==> src/rtl/ps2_key_queue.sv <==
// ps2_key_queue: samples the translator's one-hot key byte, validates it,
// queues accepted keys in a small FIFO and serves data/status/commands on
// the PicoBlaze-style port bus.
// Optional interrupt state machine: define PS2_KEYQ_INTERRUPT_EN to build it;
// otherwise interrupt is tied low and software polls the status port.
module ps2_key_queue #(
    parameter int          DEPTH   = 4,
    parameter logic [7:0]  DATA_ID = 8'h03,
    parameter logic [7:0]  STAT_ID = 8'h02,
    parameter logic [7:0]  CMD_ID  = 8'h04
) (
    input  logic       clk,
    input  logic       RST,
    input  logic [7:0] key_dec,
    output logic       key_ack,
    input  logic [7:0] port_id,
    input  logic       read_strobe,
    input  logic       write_strobe,
    input  logic [7:0] out_port,
    output logic [7:0] in_port,
    output logic       interrupt,
    input  logic       interrupt_ack
);
    localparam int AW = (DEPTH > 1) ? $clog2(DEPTH) : 1;
    localparam int CW = AW + 1;

    logic [7:0]    key_q, key_d, key_p_q, key_p_d;
    logic          key_ack_q, key_ack_d;
    logic [7:0]    in_port_q, in_port_d;
    logic [AW-1:0] wr_ptr_q, wr_ptr_d, rd_ptr_q, rd_ptr_d;
    logic [CW-1:0] count_q, count_d;
    logic          ovf_q, ovf_d, inv_q, inv_d;
    logic [7:0]    mem_q [DEPTH];

    logic       ev, legal, flush, clr, empty, full, pop, pop_eff, push;
    logic       ovf_set, inv_set;
    logic [31:0] cnt32;
    logic [3:0] cnt4;
    logic [7:0] status, head;

    // Event detection, FIFO bookkeeping, sticky flags and the read-data mux
    always_comb begin
        key_d    = key_dec;
        key_p_d  = key_q;
        ev       = (key_q != 8'h00) && (key_q != key_p_q);
        legal    = (key_q[7:6] == 2'b00) && $onehot(key_q[5:0]);
        flush    = write_strobe && (port_id == CMD_ID) && out_port[0];
        clr      = write_strobe && (port_id == CMD_ID) && out_port[1];
        empty    = (count_q == '0);
        full     = (count_q == CW'(DEPTH));
        pop      = read_strobe && (port_id == DATA_ID) && !empty;
        // Pop on a full queue frees the slot for a same-cycle push; flush beats both
        push     = ev && legal && (!full || pop) && !flush;
        pop_eff  = pop && !flush;
        ovf_set  = ev && legal && full && !pop && !flush;
        inv_set  = ev && !legal;
        key_ack_d = ev;

        count_d  = count_q;
        wr_ptr_d = wr_ptr_q;
        rd_ptr_d = rd_ptr_q;
        if (flush) begin
            count_d  = '0;
            wr_ptr_d = '0;
            rd_ptr_d = '0;
        end else begin
            if (push)    wr_ptr_d = wr_ptr_q + AW'(1);
            if (pop_eff) rd_ptr_d = rd_ptr_q + AW'(1);
            case ({push, pop_eff})
                2'b10:   count_d = count_q + CW'(1);
                2'b01:   count_d = count_q - CW'(1);
                default: count_d = count_q;
            endcase
        end

        // A set in the same cycle as a clear wins
        ovf_d = (ovf_q & ~clr) | ovf_set;
        inv_d = (inv_q & ~clr) | inv_set;

        cnt32  = 32'(count_q);
        cnt4   = (cnt32 > 32'd15) ? 4'hF : cnt32[3:0];
        status = {ovf_q, inv_q, full, empty, cnt4};
        head   = mem_q[rd_ptr_q];

        if (port_id == DATA_ID)      in_port_d = empty ? 8'h00 : head;
        else if (port_id == STAT_ID) in_port_d = status;
        else                         in_port_d = 8'h00;
    end

    // Control/state registers, cleared by the asynchronous reset
    always_ff @(posedge clk or posedge RST) begin
        if (RST) begin
            key_q     <= 8'h00;
            key_p_q   <= 8'h00;
            key_ack_q <= 1'b0;
            in_port_q <= 8'h00;
            wr_ptr_q  <= '0;
            rd_ptr_q  <= '0;
            count_q   <= '0;
            ovf_q     <= 1'b0;
            inv_q     <= 1'b0;
        end else begin
            key_q     <= key_d;
            key_p_q   <= key_p_d;
            key_ack_q <= key_ack_d;
            in_port_q <= in_port_d;
            wr_ptr_q  <= wr_ptr_d;
            rd_ptr_q  <= rd_ptr_d;
            count_q   <= count_d;
            ovf_q     <= ovf_d;
            inv_q     <= inv_d;
        end
    end

    // FIFO storage; contents need no reset since count gates visibility
    always_ff @(posedge clk) begin
        if (push) mem_q[wr_ptr_q] <= key_q;
    end

    assign key_ack = key_ack_q;
    assign in_port = in_port_q;

`ifdef PS2_KEYQ_INTERRUPT_EN
    typedef enum logic [1:0] {S_IDLE, S_REQ, S_WAIT} irq_state_t;
    irq_state_t irq_state_q;
    logic       irq_q;

    // Interrupt FSM: request while keys are waiting, re-arm on drain or new key
    always_ff @(posedge clk or posedge RST) begin
        if (RST) begin
            irq_state_q <= S_IDLE;
            irq_q       <= 1'b0;
        end else if (flush) begin
            irq_state_q <= S_IDLE;
            irq_q       <= 1'b0;
        end else begin
            case (irq_state_q)
                S_IDLE: if (!empty) begin
                    irq_state_q <= S_REQ;
                    irq_q       <= 1'b1;
                end
                S_REQ: if (interrupt_ack) begin
                    irq_state_q <= S_WAIT;
                    irq_q       <= 1'b0;
                end
                S_WAIT: if (empty || push) begin
                    irq_state_q <= S_IDLE;
                    irq_q       <= 1'b0;
                end
                default: begin
                    irq_state_q <= S_IDLE;
                    irq_q       <= 1'b0;
                end
            endcase
        end
    end

    assign interrupt = irq_q;
`else
    logic unused_irq_ack;
    assign unused_irq_ack = interrupt_ack;
    assign interrupt      = 1'b0;
`endif
endmodule

==> config.mk <==
export PLATFORM = sky130hd
export DESIGN_NAME = ps2_key_queue
export DESIGN_NICKNAME = d
export VERILOG_FILES = /design/src/rtl/ps2_key_queue.sv
export SDC_FILE = /design/constraint.sdc
export NUM_CORES = 1
export LEC_CHECK = 0
export BUFFER_PORTS_ARGS = -buffer_cell sky130_fd_sc_hd__buf_2
export CAP_MARGIN = 20
export CORE_MARGIN = 2
export CORE_UTILIZATION = 61
export DETAILED_ROUTE_END_ITERATION = 10
export PLACE_DENSITY = 0.92
export SYNTH_ARGS = -nofsm -noshare
export SYNTH_HDL_FRONTEND = slang
export SYNTH_SLANG_ARGS = --single-unit
==> constraint.sdc <==
create_clock -name clk -period 9.9 [get_ports clk]
set_clock_uncertainty 0.15 [all_clocks]
set_input_delay 0.99 -clock clk [delete_from_list [all_inputs] [get_ports clk]]
set_output_delay 0.99 -clock clk [all_outputs]
set_load 0.05 [all_outputs]
Word-level counts from Yosys, hierarchy flattened
Memories as Yosys holds them, arrays and structs flattened.
Index checks and enable logic that the tools add are counted.
- bits in registers: 34
- output and inout bits: 10
- logic and storage cells: 70
- memories: 1
- input bits: 29
- bits in writable memories: 32
- memories (name ; words ; bits a word ; rd ports ; clocked after memory_dff ; wr ports ; RTL line ; RTL):
    mem_q ; 4 ; 8 ; 1 ; 0 ; 1 ; 33 ; logic [7:0] mem_q [DEPTH];
- reductions and logical operators: 27
- bitwise operators: 5
- eq/ne operators: 8
- add/subtract/negate cells: 9
- muxes and demuxes: 11
- operators with widths (operator ; number):
    8-bit 2-to-1 mux ; 3
    8-bit by 2-bit == test with 1-bit output, second input constant ; 2
    1-bit logical AND ; 15
    8-bit by 3-bit == test with 1-bit output, second input constant ; 1
    2-bit 2-to-1 mux ; 4
    8-bit inequality test ; 1
    8-bit nonzero test ; 1
    1-bit by 1-bit adder with 2-bit output ; 3
    3-bit case mux with 2 select lines ; 1
    1-bit logical NOT ; 5
    2-bit by 1-bit adder with 2-bit output, second input constant ; 2
    2-bit nonzero test ; 2
    2-bit by 2-bit adder with 3-bit output ; 1
    3-bit by 1-bit adder with 3-bit output, second input constant ; 1
    3-bit by 2-bit adder with 3-bit output ; 1
    3-bit by 1-bit == test with 1-bit output, second input constant ; 1
    3-bit == test, second input constant ; 1
    3-bit logical NOT ; 1
    3-bit 2-to-1 mux ; 1
    3-bit nonzero test ; 1
    3-bit by 1-bit subtractor with 3-bit output, second input constant ; 1
    1-bit AND ; 2
    2-bit by 1-bit == test with 1-bit output, second input constant ; 1
    2-bit == test, second input constant ; 1
    other kinds (5) ; 7

Depth between registers and ports, before layout
- depth after elaboration: 11
- mapped depth: 15
- mapped depth without buffers: 15

Worst setup path before layout
Ideal clock, no wire load.
- path kind: register -> register
- start: reg key_q[0] (netlist: key_p_d[0])
- end: reg count_q[2]
- arrival time: 3.376 ns
- period minus slack after synthesis: 3.658 ns
- buffers on the path: 0
- data required time: 9.618 ns
- stages on the path, launching flop included: 16
- library setup time: 0.132 ns
- path slack: 6.242 ns
- path through: dfrtp_1 inv_1 fa_1 fa_1 inv_1 ha_1 fa_1 nor2_1 nand3_1 nor2b_2 a21oi_2 fa_1 nor2_1 nor2_1 a2bb2oi_1 a22oi_1
- cells in the longest elaborated chain, start to end: 11
- elaborated cells between the ends (all ways): 16
- classes of those cells: add/sub: 3; eq/ne: 4; mux: 2; reduce/logical: 7
- RTL lines (what ; RTL line ; RTL):
    from (decl) ; 27 ; logic [7:0] key_q, key_d, key_p_q, key_p_d;
    from (signal assigned) ; 103 ; key_q <= key_d;
    1-bit by 1-bit adder with 2-bit output (not written as such) ; 46 ; legal = (key_q[7:6] == 2'b00) && $onehot(key_q[5:0]);
    2-bit by 2-bit adder with 3-bit output (not written as such) ; 46 ;
    3-bit by 2-bit adder with 3-bit output (not written as such) ; 46 ;
    3-bit by 1-bit == test with 1-bit output ; 46 ;
    1-bit logical AND ; 46 ;
    1-bit logical AND * (3 in series) ; 53 ; push = ev && legal && (!full || pop) && !flush;
    2-bit by 1-bit == test with 1-bit output / 2-bit == test (equally long branches) ; 69 ; case ({push, pop_eff})
    3-bit case mux with 2 select lines ; 69 ;
    3-bit 2-to-1 mux ; 62 ; if (flush) begin
    to (signal assigned) ; 109 ; count_q <= count_d;
    to (decl) ; 31 ; logic [CW-1:0] count_q, count_d;
Mark *: on every way between the ends. The rest lies on a longest branch, timed or not.
A chain may end at the register's enable or synchronous reset.

Worst setup path after layout
- start: reg key_q[0] (netlist: key_p_d[0])
- end: mem mem_q[0][5], enable pin
- cells in the longest elaborated chain, start to end: 10
- elaborated cells between the ends (all ways): 13
- classes of those cells: add/sub: 3; eq/ne: 2; mux: 2; reduce/logical: 6
- RTL lines (what ; RTL line ; RTL):
    1-bit by 1-bit adder with 2-bit output (not written as such) ; 46 ;
    2-bit by 2-bit adder with 3-bit output (not written as such) ; 46 ;
    3-bit by 2-bit adder with 3-bit output (not written as such) ; 46 ;
    3-bit by 1-bit == test with 1-bit output ; 46 ;
    1-bit logical AND ; 46 ;
    1-bit logical AND * (3 in series) ; 53 ;
    1-bit 2-to-1 mux * ; 117 ; if (push) mem_q[wr_ptr_q] <= key_q;
    1-bit 2-to-1 mux (not written as such) * ; 117 ;
    to (decl) ; 33 ;
Marked as above.

==> results.py <==
metrics = {
    "synth": {
        "synth.top_cell.area_share": 0.340,
        "ys_types": 47,
        "synth_area_per_cell_um2": 14.7,
        "yosysMostFrequentCell": "dfrtp_1",
        "yosys-top-cells-area": "edfxtp_1 34%, dfrtp_1 30%, mux4_2 6.4%",
        "syn-num-nets": 232,
        "syn_area_um2": 2830,
        "ys_seq_elements": 66,
        "synthArstFlopShare": 0.515,
        "yosys-top-cells-count": "34 x dfrtp_1, 32 x edfxtp_1, 20 x inv_1, 13 x nor2_1, 11 x nand2_1",
        "yosysTopAreaCell": "edfxtp_1",
        "synthCells": 193,
        "ys.flop_type": "dfrtp_1",
        "synth_seq_area_share": 0.641,
        "synth-edff-count": 32,
        "yosysWarnings": 0,
    },
    "clock_network": {
        "cts_setup_buffers": 0,
        "clkLatencyLatePin_ps": 340,
        "cts_buffers": 9,
        "cts_buffer_depth": 2,
        "h-tree-depth": 3,
        "clk_pin_slew_ps": 70,
        "cts_tree": "done",
        "root_buffer": "clkbuf_8",
        "holdBufCountCts": 0,
        "clkSinkCount": 66,
        "cts.repair.resized": 0,
    },
    "drt": {
        "num_vias": 1632,
        "avgViaCountPerCell": 5.67,
        "drt-initial-drc-count": 62,
        "first_pass_iters": 4,
        "drtAntennaViolNets": 0,
        "wl_per_cell_um": 16.4,
        "wl_um": 4740,
        "drcViolationCount": 0,
    },
    "critical_path": {
        "reg2reg_from": "key_p_d[0]",
        "arrival_ps": 3910,
        "r2r-end": "mem_q[0][5]",
        "cp.required_ps": 9730,
        "reg2reg_setup_slack_ps": 5830,
        "endpoint_kind": "flop",
        "crit_fanout": 8,
        "cp-start-kind": "flop",
        "worstSetupPathType": "flop to flop",
        "reg2reg_depth": 12,
    },
    "placed_design": {
        "io_buffers": 30,
        "place_congestion": 0.742,
        "post-dp-hpwl_um": 3340,
        "place_area_um2": 3020,
    },
    "worst_hold_path": {
        "hp-start": "inv_q",
        "min_to": "inv_q",
        "min_path_cells": 1,
        "min-delay-path-class": "flop to flop",
    },
    "global_route": {
        "overflow": 0,
        "grt_pass1_wl_um": 7870,
        "antenna_found_initial": 0,
        "grt_pass1_vias": 1646,
        "grt_use_total": 0.216,
        "grt_max_degree": 35,
    },
    "die": {
        "dieArea_um2": 5200,
        "pin_count": 39,
        "die_y_um": 72.1,
        "start_util": 0.641,
        "die-width_um": 72.1,
        "rows": 24,
        "core_area_um2": 4410,
    },
    "pwr": {
        "p_sw_mw": 0.156,
        "power_leakage_nw": 1.41,
        "switching_share": 0.243,
        "p_seq_frac": 0.509,
        "comb_power_share": 0.110,
        "ir_drop_v": 0.000116,
        "p_per_area_nw_per_um2": 198,
        "p_int_mw": 0.486,
        "clock_power_share": 0.382,
    },
    "cells_and_area": {
        "layout.nets": 270,
        "final_util": 0.735,
        "area_growth_pct": 14.7,
        "antennaDiodeCount": 0,
        "design_area_um2": 3240,
        "drive_above_1_share": 0.271,
    },
    "timing": {
        "timing.final.crit_share": 0.411,
        "rsz0062_at_grt": "no",
        "setup-violations-final": 0,
        "clock.fmax_mhz": 246,
        "tightestPinTransition_ps": 591,
        "finalCriticalPeriod_ps": 4070,
        "hold_violations": 0,
        "slew_headroom": 0.606,
        "fin_setup_tns_ps": 0,
        "maxSlewViolCount": 0,
    },
    "outcome": {
        "status": "complete, no violations",
    },
    "job": {
        "max_cap_violations": 0,
    },
}
[worst max path at each step]
| stage | start | end | slack (ps) | depth (start not counted) |
|---|---|---|---|---|
| after floorplan | key_p_d[0] | count_q[2] | 6240 | 15 |
| after global placement | key_p_d[0] | mem_q[1][6] | 5930 | 12 |
| after detailed placement | key_p_d[0] | mem_q[0][3] | 5810 | 12 |
| after CTS | key_p_d[0] | mem_q[0][5] | 5790 | 12 |
| after global routing | key_p_d[0] | mem_q[0][5] | 5520 | 12 |
| final | key_p_d[0] | mem_q[0][5] | 5830 | 12 |
[critical path, stage by stage (launching register included)]
cell,delay (ps)
dfrtp_1,460
inv_1,120
fa_1,510
fa_1,500
inv_1,40
ha_1,180
fa_1,420
nor2_1,110
nand3_1,160
nor2b_2,270
nand3_2,180
nor2_1,190
and2_1,420
[sequential cells by signal, indices dropped and copies added (netlist names)]
register,count
key_p_d,8
ovf_q,1
in_port,8
key_p_q,8
key_ack,1
wr_ptr_q,2
inv_q,1
count_q,3
mem_q,32
rd_ptr_q,2
[layout make-up]
type	instances	area, um2
flip-flops and latches	66	1810
fillers	280	1170
multi-input cells	103	913
repair buffers	31	158
clock buffers	11	141
clock inverters	5	78.8
inverters	20	75.1
well taps	52	65.1
[per-stage QoR]
stage / power, mW / std cells / hold slack, ps / setup slack (ps)
after floorplan: 0.382 / 193 / 298 / 6240
after global placement: 0.398 / 272 / 323 / 5930
after detailed placement: 0.404 / 272 / 342 / 5810
after CTS: 0.649 / 288 / 359 / 5790
after global routing: 0.675 / 288 / 367 / 5520
final: 0.643 / 288 / 374 / 5830
[power by group through the flow]
stage                     clock, mW  sequential, mW  combinational (mW)
final                         0.245           0.327              0.0705
after global routing          0.263           0.330              0.0824
after floorplan                   0           0.325              0.0562
after detailed placement          0           0.333              0.0713
after global placement            0           0.331              0.0669
after CTS                     0.250           0.327              0.0716
[metal layers]
metal  routed length (um)  GRT usage  vias to the layer above
met5                    0          0                        -
met4                   99     0.0881                        0
met3                  275     0.0861                       12
met2                 2350      0.340                       53
met1                 2010      0.268                      810
li1                     -          -                      757
[cell families after synthesis]
kind of cell,count (synthesis),synth area share
xor+xnor,11,0.0341
simple gates,54,0.120
flops,66,0.641
compound gates,17,0.0420
fa+ha+maj,10,0.0549
buf+inv,24,0.0363
other cells,1,0.00133
mux,10,0.0708
[cell usage in the layout (no fill, tap or decap), types with 2 or more instances in the layout]
master,instances
inv_1,20
a22o_1,2
and3b_1,2
o21ai_0,5
o22ai_1,2
fa_1,4
mux4_2,8
bufinv_16,2
xnor2_1,2
xor2_1,9
nor2_1,13
ha_1,6
nor4_1,3
nand2_1,11
nand3_1,3
clkbuf_8,10
dfrtp_1,34
clkinv_2,2
edfxtp_1,32
nand4_1,2
mux2i_1,2
buf_2,30
and2_1,5
Power figures use the tool's default switching activity.
